**src/rtl/pixel_stream_writer_pkg.sv**
```systemverilog
// Shared definitions for the pixel stream writer and the panel driver.
// Holds the byte-packer state encoding, the write mask and the frame size helper.
package pixel_stream_writer_pkg;

  localparam logic [2:0] ST_WAIT_SOF = 3'd0;
  localparam logic [2:0] ST_GET_R    = 3'd1;
  localparam logic [2:0] ST_GET_G    = 3'd2;
  localparam logic [2:0] ST_GET_B    = 3'd3;
  localparam logic [2:0] ST_DROP     = 3'd4;

  localparam logic [3:0] WR_ALL = 4'b0111;

  function automatic int pixel_count(input int chained);
    return chained * 128;
  endfunction

endpackage

```
**src/rtl/pixel_stream_writer_rgb_byte_packer.sv**
```systemverilog
// Collects R,G,B stream bytes into one 24-bit pixel and flags start-of-frame events.
// state    | meaning
// WAIT_SOF | idle after reset, discarding bytes until a start-of-frame
// GET_R    | expecting the R byte of the next pixel
// GET_G    | R latched, expecting G
// GET_B    | R and G latched, expecting B
// DROP     | frame complete, discarding bytes until the next start-of-frame
module rgb_byte_packer
  import pixel_stream_writer_pkg::*;
(
  input  logic        clk,
  input  logic        rst,
  input  logic        ready,
  input  logic        in_valid,
  input  logic [7:0]  in_data,
  input  logic        in_sof,
  input  logic        last_pix,
  output logic        pix_valid,
  output logic [23:0] pix_data,
  output logic        sof_start,
  output logic        sof_mid,
  output logic        sof_in_r
);

  logic [2:0] state;
  logic [7:0] r_q;
  logic [7:0] g_q;
  logic       accept;

  assign accept = in_valid && ready;

  always_comb begin
    pix_valid = accept && !in_sof && (state == ST_GET_B);
    pix_data  = {r_q, g_q, in_data};
    sof_start = accept && in_sof;
    sof_mid   = sof_start && ((state == ST_GET_G) || (state == ST_GET_B));
    sof_in_r  = sof_start && (state == ST_GET_R);
  end

  always_ff @(posedge clk or posedge rst) begin
    if (rst) begin
      state <= ST_WAIT_SOF;
      r_q   <= 8'd0;
      g_q   <= 8'd0;
    end else if (accept) begin
      if (in_sof) begin
        r_q   <= in_data;
        state <= ST_GET_G;
      end else begin
        case (state)
          ST_GET_R: begin
            r_q   <= in_data;
            state <= ST_GET_G;
          end
          ST_GET_G: begin
            g_q   <= in_data;
            state <= ST_GET_B;
          end
          ST_GET_B: state <= last_pix ? ST_DROP : ST_GET_R;
          default:  state <= state;
        endcase
      end
    end
  end

endmodule

```
**src/rtl/pixel_stream_writer.sv**
```systemverilog
// Turns an RGB888 byte stream into linear-address pixel writes for the panel video memory.
// Also reports completed and aborted frames to the control CPU.
module pixel_stream_writer
  import pixel_stream_writer_pkg::*;
#(
  parameter int CHAINED     = 3,
  parameter int INPUT_DEPTH = 6
) (
  input  logic        ctrl_clk,
  input  logic        ctrl_rst,
  input  logic        in_valid,
  output logic        in_ready,
  input  logic [7:0]  in_data,
  input  logic        in_sof,
  output logic        ctrl_en,
  output logic [3:0]  ctrl_wr,
  output logic [15:0] ctrl_addr,
  output logic [23:0] ctrl_wdat,
  output logic        frame_done,
  output logic        frame_short,
  output logic [15:0] frame_count
);

  localparam logic [15:0] LAST_IDX = 16'(pixel_count(CHAINED) - 1);

  logic [15:0] pix_idx;
  logic        last_pix;
  logic        pix_valid;
  logic [23:0] pix_data;
  logic        sof_start;
  logic        sof_mid;
  logic        sof_in_r;

  // Keep the top INPUT_DEPTH bits of a channel, right-justified.
  function automatic logic [7:0] reduce_ch(input logic [7:0] c);
    return c >> (8 - INPUT_DEPTH);
  endfunction

  assign last_pix = (pix_idx == LAST_IDX);

  rgb_byte_packer u_packer (
    .clk       (ctrl_clk),
    .rst       (ctrl_rst),
    .ready     (in_ready),
    .in_valid  (in_valid),
    .in_data   (in_data),
    .in_sof    (in_sof),
    .last_pix  (last_pix),
    .pix_valid (pix_valid),
    .pix_data  (pix_data),
    .sof_start (sof_start),
    .sof_mid   (sof_mid),
    .sof_in_r  (sof_in_r)
  );

  always_ff @(posedge ctrl_clk or posedge ctrl_rst) begin
    if (ctrl_rst) begin
      in_ready    <= 1'b0;
      pix_idx     <= 16'd0;
      ctrl_en     <= 1'b0;
      ctrl_wr     <= 4'b0000;
      ctrl_addr   <= 16'd0;
      ctrl_wdat   <= 24'd0;
      frame_done  <= 1'b0;
      frame_short <= 1'b0;
      frame_count <= 16'd0;
    end else begin
      in_ready    <= 1'b1;
      ctrl_en     <= pix_valid;
      ctrl_wr     <= pix_valid ? WR_ALL : 4'b0000;
      frame_done  <= pix_valid && last_pix;
      // GET_R with pix_idx 0 only occurs before any pixel of the frame was taken.
      frame_short <= sof_mid || (sof_in_r && (pix_idx != 16'd0));
      if (pix_valid) begin
        ctrl_addr <= pix_idx;
        ctrl_wdat <= {reduce_ch(pix_data[23:16]), reduce_ch(pix_data[15:8]),
                      reduce_ch(pix_data[7:0])};
      end
      if (sof_start) begin
        pix_idx <= 16'd0;
      end else if (pix_valid) begin
        pix_idx <= last_pix ? 16'd0 : pix_idx + 16'd1;
      end
      if (pix_valid && last_pix) begin
        frame_count <= frame_count + 16'd1;
      end
    end
  end

endmodule

```
**config.mk**
```make
export PLATFORM = sky130hd
export DESIGN_NAME = pixel_stream_writer
export DESIGN_NICKNAME = d
export VERILOG_FILES = /design/src/rtl/pixel_stream_writer_pkg.sv /design/src/rtl/pixel_stream_writer_rgb_byte_packer.sv /design/src/rtl/pixel_stream_writer.sv
export SDC_FILE = /design/constraint.sdc
export NUM_CORES = 1
export LEC_CHECK = 0
export CELL_PAD_IN_SITES_DETAIL_PLACEMENT = 1
export CELL_PAD_IN_SITES_GLOBAL_PLACEMENT = 2
export CORE_ASPECT_RATIO = 0.75
export CORE_MARGIN = 2
export CORE_UTILIZATION = 24
export CTS_BUF_LIST = sky130_fd_sc_hd__clkbuf_8 sky130_fd_sc_hd__clkbuf_16
export CTS_CLUSTER_DIAMETER = 100
export CTS_CLUSTER_SIZE = 30
export DETAILED_ROUTE_END_ITERATION = 12
export PLACE_DENSITY_LB_ADDON = 0.1
export SYNTH_ARGS = -nofsm -noshare
export SYNTH_HDL_FRONTEND = slang
export SYNTH_SLANG_ARGS = --single-unit
```
**constraint.sdc**
```tcl
create_clock -name ctrl_clk -period 3.3 [get_ports ctrl_clk]
set_input_delay 0.66 -clock ctrl_clk [delete_from_list [all_inputs] [get_ports ctrl_clk]]
set_output_delay 0.66 -clock ctrl_clk [all_outputs]
set_load 0.02 [all_outputs]
```
======== Yosys cells after proc, flatten, opt, wreduce, memory -nomap -nowiden ========
Cells that the tools add are included.
word-level totals
  flip-flop bits (word level) ............. 92
  bits of input ports ..................... 12
  output and inout bits ................... 64
  logic and storage cells ................. 46
cells by class
  $add $sub $neg .......................... 2
  equal/unequal tests ..................... 4
  muxes and demuxes ....................... 9
  bitwise operators ....................... 1
  reductions and logical operators ........ 18
operators with widths
  operator                                              count
  two-way mux 16 bit                                    3
  adder 16 x 1 -> 16 bit, second input constant         2
  equality test 16 x 9 -> 1 bit, second input constant  1
  two-way mux 8 bit                                     2
  nonzero test 16 bit                                   1
  two-way mux 3 bit                                     3
  case mux 3 bit (3 select lines)                       1
  logical AND 1 bit                                     8
  equality test 3 x 2 -> 1 bit, second input constant   2
  AND reduction 2 bit                                   2
  nonzero test 2 bit                                    2
  nonzero test 4 bit                                    1
  equality test 3 x 1 -> 1 bit, second input constant   1
  AND reduction 3 bit                                   1
  logical OR 1 bit                                      2
  zero test 1 bit                                       1
  NOT 1 bit                                             1

======== Logic depth before layout (Yosys ltp) ========
Gate-level depths: netlist of the first run.
  depth in word-level cells ............... 5
  gate-level depth with buffers ........... 8
  mapped depth without buffers ............ 6

======== Modules after synthesis ========
From an unflattened synthesis of the first run, not the netlist that was laid out.
second synthesis, totals
  cell total of the unflattened synthesis .. 347
  area total of the unflattened synthesis .. 4169.0 µm²
by module, submodules not included
  module               instances  cells each  area an instance (µm²)  sequential area each (µm²)
  pixel_stream_writer  1          282         3281.9                  1751.7
  rgb_byte_packer      1          65          887.1                   475.5

======== Worst setup path before layout of the first run ========
OpenSTA, ideal clock, no wires.
  path type ............................... register -> register
  start ................................... reg pix_idx[7]
  end ..................................... reg pix_idx[14]
  setup time .............................. 133 ps
  arrival ................................. 2060 ps
  data required time ...................... 3167 ps
  setup slack ............................. 1107 ps
  stages on the path, launching flop included .. 8
  buffers on the path ..................... 2
  period minus slack after synthesis ...... 2193 ps
  cells stage by stage .................... dfrtp_1 > buf_6 > or4_4 > or4_4 > and2_4 > buf_6 > a31oi_4 > a31oi_1
on the way
  longest elaborated chain between the ends .. 4
  elaborated cells between the ends (all ways) .. 5
  those cells by class .................... 1 x add/sub; 1 x eq/ne; 3 x mux
ends and longest elaborated chain
  element                                                                         RTL line                                              source
  from (decl)                                                                     pixel_stream_writer.sv:26                             logic [15:0] pix_idx;
  from (signal assigned)                                                          pixel_stream_writer.sv:82                             pix_idx <= last_pix ? 16'd0 : pix_idx + 16'd1;
  adder 16 x 1 -> 16 bit / equality test 16 x 9 -> 1 bit (equally long branches)  pixel_stream_writer.sv:82, pixel_stream_writer.sv:39
  two-way mux 16 bit (*)                                                          pixel_stream_writer.sv:82
  two-way mux 16 bit (*)                                                          pixel_stream_writer.sv:81                             end else if (pix_valid) begin
  two-way mux 16 bit (*)                                                          pixel_stream_writer.sv:79                             if (sof_start) begin
Every way passes the cells marked *; elsewhere a longest branch is shown, timed or not. The select of a mux whose other input is x is not followed.
A chain may end at the register's enable or synchronous reset.

======== Final worst setup path of the first run ========
  start ................................... in in_valid
  end ..................................... reg pix_idx[12]
on the way
  longest elaborated chain between the ends .. 4
  elaborated cells between the ends (all ways) .. 6
  those cells by class .................... 1 x mux; 5 x reduce/logical
ends and longest elaborated chain
  element                              RTL line                                   source
  from (decl)                          pixel_stream_writer.sv:11                  input logic in_valid,
  logical AND 1 bit (*)                pixel_stream_writer_rgb_byte_packer.sv:30  assign accept = in_valid && ready;
  logical AND 1 bit (2 in a row)       pixel_stream_writer_rgb_byte_packer.sv:33  pix_valid = accept && !in_sof && (state == ST_GET_B);
  nonzero test 2 bit (no source line)  -
Every way passes the cells marked *; elsewhere a longest branch is shown, timed or not.

==> impl_results.md, run 1 <==
* Fmax at 0.389 GHz
* HPWL after DPL at 6.44 mm
* Fin util at 0.317
* Count leader, synth: nand2_1
* Run status: finished, final reports clean
* Placer Congestion at 0.717
* Seq pwr share at 0.444
* Post-synth EDFFs at 0
* Clock power frac at 0.299
* Register area share after synthesis at 0.570
* Io pins at 76
* CTS Sinks at 85
* PortBufs at 66
* H-tree Lvls at 3
* Top FF cell, synth: dfrtp_1
* Overflow after GRT at 0
* PostCTS Resize Cnt at 0
* Pre-antenna DRT Iters at 4
* Final Max Tran Viols at 0
* Max-Cap Viols at 0
* Ys async rst share at 1.00
* Int Power at 2150 uW
* Non-filler cells, final at 649
* Die area at 16600 um2
* #FFs+latches synth at 85
* Post-Syn Area at 3730 um2
* Most frequent cells after synthesis: nand2_1, dfrtp_1, buf_4, o21ai_0, mux2_2
* Clk_skew at 0.00652 ns
* Yosys top cell area share at 0.570
* Die Ht at 112 um
* Drt first-iter violations at 135
* CP Class: in -> reg
* Wire per inst at 15.2 um
* Via count at 2824
* Rel. slew slack at 0.546
* PD cells at 652 nW/um2
* RSZ-0062 raised after global routing: no
* Syn Area/Cell at 9.88 um2
* Post-route clock period utilization at 0.779
* Post-CTS Hold Buffers at 0
* CP endpoint kind: flip-flop
* CORE AREA at 15200 um2
* Yosys cell types at 38
* Number of global-route vias before repair at 2959
* Startpoint types: input pin
* # diodes at 0
* Num rows at 39
* Max clock buf depth at 2
* Leakage at 0.00222 uW
* Worst slack at placement at 0.378 ns
* Layout area overhead at 29.1%
* Worst Path Arrival at 2.85 ns
* Inserted Clock Buffers at 9
* Residual DRC at 0
* Max FO, Critical Path at 14
* CTS tree: yes
* Worst min path class: reg -> reg
* Slew @ Worst Pin at 0.679 ns
* Share of layout cells above drive strength 1 at 0.0946
* Sw Ratio at 0.314
* Routed WL at 9.86 mm
* Synth area leader: dfrtp_1
* Finish-stage setup viols at 0
* Tot GR Track Use at 0.128
* Post-CTS Setup Repair Bufs at 0
* Area contributors post-synth: dfrtp_1, nand2_1, mux2_2, buf_4, xor2_1
* Nets@finish at 454
* Vias per Instance at 4.35
* Final Hold Fails at 0
* Pin count of the biggest net entering global routing at 86
* Starting Density at 0.245
* Yosys warning count at 0
* First-pass GRT wire length at 16.3 mm
* Die X at 148 um
* ANT nets after route at 0
* Fin worst setup slack at 0.731 ns
* Placed cell count at 633
* Synth Instances at 378
* Worst VDD drop at 0.308 mV
* Clock latency on the worst-skew pair at 0.35 ns
* Comb power frac at 0.257
* CP required at 3.58 ns
* Setup TNS at 0 ns
* Reg clk slew, reported paths at 0.06 ns
* Initial antenna violation count at 0
* Switching power at 988 uW
* Minimum clock period at 2.57 ns
* Clk root buf: clkbuf_16
## power groups by stage
| stage | combinational, uW | clock (uW) | sequential [uW] |
|---|---|---|---|
| after floorplan | 300 | 0 | 1550 |
| after global placement | 814 | 0 | 1410 |
| after detailed placement | 825 | 0 | 1410 |
| after CTS | 827 | 987 | 1400 |
| after global routing | 892 | 1030 | 1430 |
| final | 809 | 939 | 1390 |
## cell usage in the layout, fill, tap and decap left out, types with 2 or more instances in the layout
master and instances:
clkinv_2 4, conb_1 8, ha_1 3, and3_1 4
xnor2_1 8, or4_4 2, nand2_1 121, or3_1 3
buf_4 4, nand4_1 7, and4_1 2, xor2_1 12
o21ai_0 15, nor3_1 9, clkdlybuf4s50_1 66, o21ai_1 2
a21oi_1 8, dfrtp_1 85, inv_1 11, nand3_1 10
nor2_1 12, a31oi_1 7, clkbuf_16 9, mux2_2 13
or2_2 3
## path summary, 6_finish.rpt
check / start / to / slack [ns] / cells past startpoint
setup / recovery: in_valid / pix_idx[12] / 0.73 / 7
hold / removal: u_packer.g_q[5] / ctrl_wdat[11] / 0.47 / 2
min in group asynchronous: ctrl_rst / frame_count[13] / 0.74 / 3
setup reg to reg: pix_idx[7] / frame_count[14] / 0.84 / 5
hold reg to reg: u_packer.g_q[5] / ctrl_wdat[11] / 0.47 / 2
max in group asynchronous: ctrl_rst / pix_idx[10] / 2.19 / 3
## cell type report
cell class / count / area [um2]
inverters: 10 / 38.8
flip-flops and latches: 85 / 2130
clock buffers: 10 / 239
well taps: 205 / 256
multi-input cells: 262 / 1420
repair buffers: 71 / 711
clock inverters: 6 / 31.3
fillers: 1740 / 10400
## flip-flops by register name, indices dropped and copies added (netlist names)
signal and cells:
ctrl_wdat 18, frame_done 1, ctrl_addr 16, frame_count 16, u_packer.state 3, in_ready 1
frame_short 1, u_packer.r_q 6, pix_idx 16, u_packer.g_q 6, ctrl_wr 1
## per-layer routing
layer	track usage	wire length (um)	vias up
li1	-	-	1350
met1	0.184	5200	1407
met2	0.174	3920	58
met3	0.0467	582	9
met4	0.0514	148	0
met5	0	0	-
## critical path: stages
cell and delay, ns:
clkdlybuf4s50_1 0.54, nand4b_1 0.24, or2_2 0.51, inv_1 0.18, nand2_1 0.23, or3_1 0.41
o21ai_1 0.07
## cell families (layout without fill, tap and decap cells)
| logic type | after synthesis | count (layout) | synth area share |
|---|---|---|---|
| other | 2 | 8 | 0.00201 |
| AO/OA/AOI/OAI | 38 | 38 | 0.0616 |
| multiplexers | 13 | 13 | 0.0392 |
| flip-flops | 85 | 85 | 0.570 |
| XOR/XNOR | 20 | 20 | 0.0469 |
| AND/OR/NAND/NOR | 180 | 180 | 0.214 |
| adder cells (fa/ha/maj) | 3 | 3 | 0.0101 |
| buffers and inverters | 37 | 97 | 0.0566 |
## metrics by stage
| stage | hold WS [ns] | power, uW | area [um2] |
|---|---|---|---|
| finish | 0.468 | 3140 | 4820 |
| global route | 0.509 | 3350 | 4820 |
| detailed placement | 0.459 | 2240 | 4550 |
| floorplan | 0.433 | 1850 | 3760 |
| global placement | 0.450 | 2220 | 4550 |
| CTS | 0.471 | 3210 | 4820 |
(Power assumes the default switching activity.)
==> run 2: changes to the inputs <==
==> constraint.sdc (replaced) <==
create_clock -name ctrl_clk -period 2.25 [get_ports ctrl_clk]
set_input_delay 0.45 -clock ctrl_clk [delete_from_list [all_inputs] [get_ports ctrl_clk]]
set_output_delay 0.45 -clock ctrl_clk [all_outputs]
set_load 0.02 [all_outputs]
==> impl_results.md, run 2 (synthesized netlist as in run 1, its figures left out) <==
* CTS Sinks at 85
* PortBufs at 66
* Num rows at 39
* Rel. slew slack at 0.552
* Post-route clock period utilization at 0.959
* Via count at 2909
* Placer Congestion at 0.735
* Worst slack at placement at -0.110 ns
* CORE AREA at 15200 um2
* CP required at 2.47 ns
* Nets@finish at 482
* Io pins at 76
* Startpoint types: flip-flop
* Leakage at 0.00237 uW
* Fin worst setup slack at 0.0921 ns
* Residual DRC at 0
* Pin count of the biggest net entering global routing at 86
* Hold endpoint: ctrl_wdat[20]
* Run status: finished, final reports clean
* Starting Density at 0.245
* Max reg flops at 18
* Worst VDD drop at 0.438 mV
* Initial antenna violation count at 0
* First-pass GRT wire length at 16.4 mm
* Final Hold Fails at 0
* Worst R2R Setup Slack at 0.09 ns
* Die area at 16600 um2
* Post-CTS Hold Buffers at 0
* Most frequent cells in the layout: nand2_1, dfrtp_1, clkdlybuf4s50_1
* Max-Cap Viols at 0
* Max FO, Critical Path at 11
* Clock latency on the worst-skew pair at 0.35 ns
* Share of layout cells above drive strength 1 at 0.161
* RSZ-0062 raised after global routing: no
* ANT nets after route at 0
* Vias per Instance at 4.30
* Layout area overhead at 36.9%
* Inserted Clock Buffers at 9
* Die Ht at 112 um
* Drt first-iter violations at 150
* CTS tree: yes
* HPWL after DPL at 6.67 mm
* HP Start: u_packer.r_q[6]
* Tot GR Track Use at 0.128
* Overflow after GRT at 0
* Worst Path Arrival at 2.38 ns
* CP Class: reg -> reg
* Final Max Tran Viols at 0
* Number of global-route vias before repair at 3055
* Wire per inst at 14.6 um
* Slew @ Worst Pin at 0.669 ns
* Worst Reg-to-Reg Cells at 5
* H-tree Lvls at 3
* Reg clk slew, reported paths at 0.07 ns
* Minimum clock period at 2.16 ns
* Fmax at 0.463 GHz
* Die X at 148 um
* Fin util at 0.336
* Routed WL at 9.86 mm
* # diodes at 0
* Filler Cell Count at 1737
* Worst Hold Depth at 2
* Largest reg by FF count: ctrl_wdat
* Pre-antenna DRT Iters at 4
* Clk_skew at 0.0118 ns
* PD cells at 941 nW/um2
* RR Startpoint: pix_idx[12]
* Reg-to-reg endpoint: pix_idx[7]
* Worst min path class: reg -> reg
* Finish-stage setup viols at 0
* Clk root buf: clkbuf_16
* Commonest non-fill, non-tap cell in the layout: nand2_1
* Max clock buf depth at 2
* CP endpoint kind: flip-flop
-- run 2: cell count changes in the layout (fill, tap and decap cells not counted), moves of 2 or more --
cell      change
clkinv_2      -4
buf_4        +28
and3_4        +2
and3_1        -2
clkinv_4      +2
-- run 2: layout make-up --
type / count / area (um2) / share of cell area
Multi-Input combinational cell: 262 / 1460 / 0.285
Clock inverter: 5 / 60.1 / 0.0117
Sequential cell: 85 / 2130 / 0.416
Clock buffer: 11 / 253 / 0.0494
Tap cell: 205 / 256 / 0.0502
Timing Repair Buffer: 99 / 921 / 0.180
Inverter: 10 / 41.3 / 0.00807
-- run 2: per-layer routing --
metal	GRT usage	share of wire
met5	0	0
met4	0.0387	0.013
met3	0.0443	0.052
met2	0.185	0.42
met1	0.181	0.52
-- run 2: through the flow --
step	hold slack [ns]	instance area [um2]	total power [uW]	setup TNS, ns	std cells
after floorplan	0.433	3760	2710	0	384
after global placement	0.443	4760	3300	-0.0937	660
after detailed placement	0.455	4760	3310	-0.277	660
after CTS	0.473	5090	4910	0	676
after global routing	0.502	5110	5120	0	677
final	0.465	5110	4810	0	677
-- run 2: how the worst max path moves through the flow --
stage | slack, ns | startpoint | to
6_report | 0.09 | pix_idx[12] | pix_idx[7]
5_1_grt | 0.0009 | pix_idx[12] | pix_idx[2]
4_1_cts | 0.06 | pix_idx[12] | frame_count[5]
3_5_place_dp | -0.11 | pix_idx[12] | frame_count[5]
3_3_place_gp | -0.04 | pix_idx[12] | frame_count[5]
2_1_floorplan | 0.06 | pix_idx[7] | pix_idx[14]
-- run 2: critical path, cell delays in order (launching register included) --
cell and delay, ns:
dfrtp_1 0.38, or4_4 0.57, or4_4 0.61, and2_4 0.25
o21ai_0 0.11, a31oi_1 0.11
-- run 2: timing repair --
action,CTS,global route
setup buffers,0,1
setup endpoints to repair,11,1
pin swaps,0,2
gates resized for setup,3,3
endpoints found under the hold margin,0,0
-- run 2: power by group --
part / internal [uW] / switching, uW / leakage (uW)
registers: 1840 / 201 / 0.00112
logic: 577 / 639 / 0.00109
clock network: 923 / 627 / 0.000157
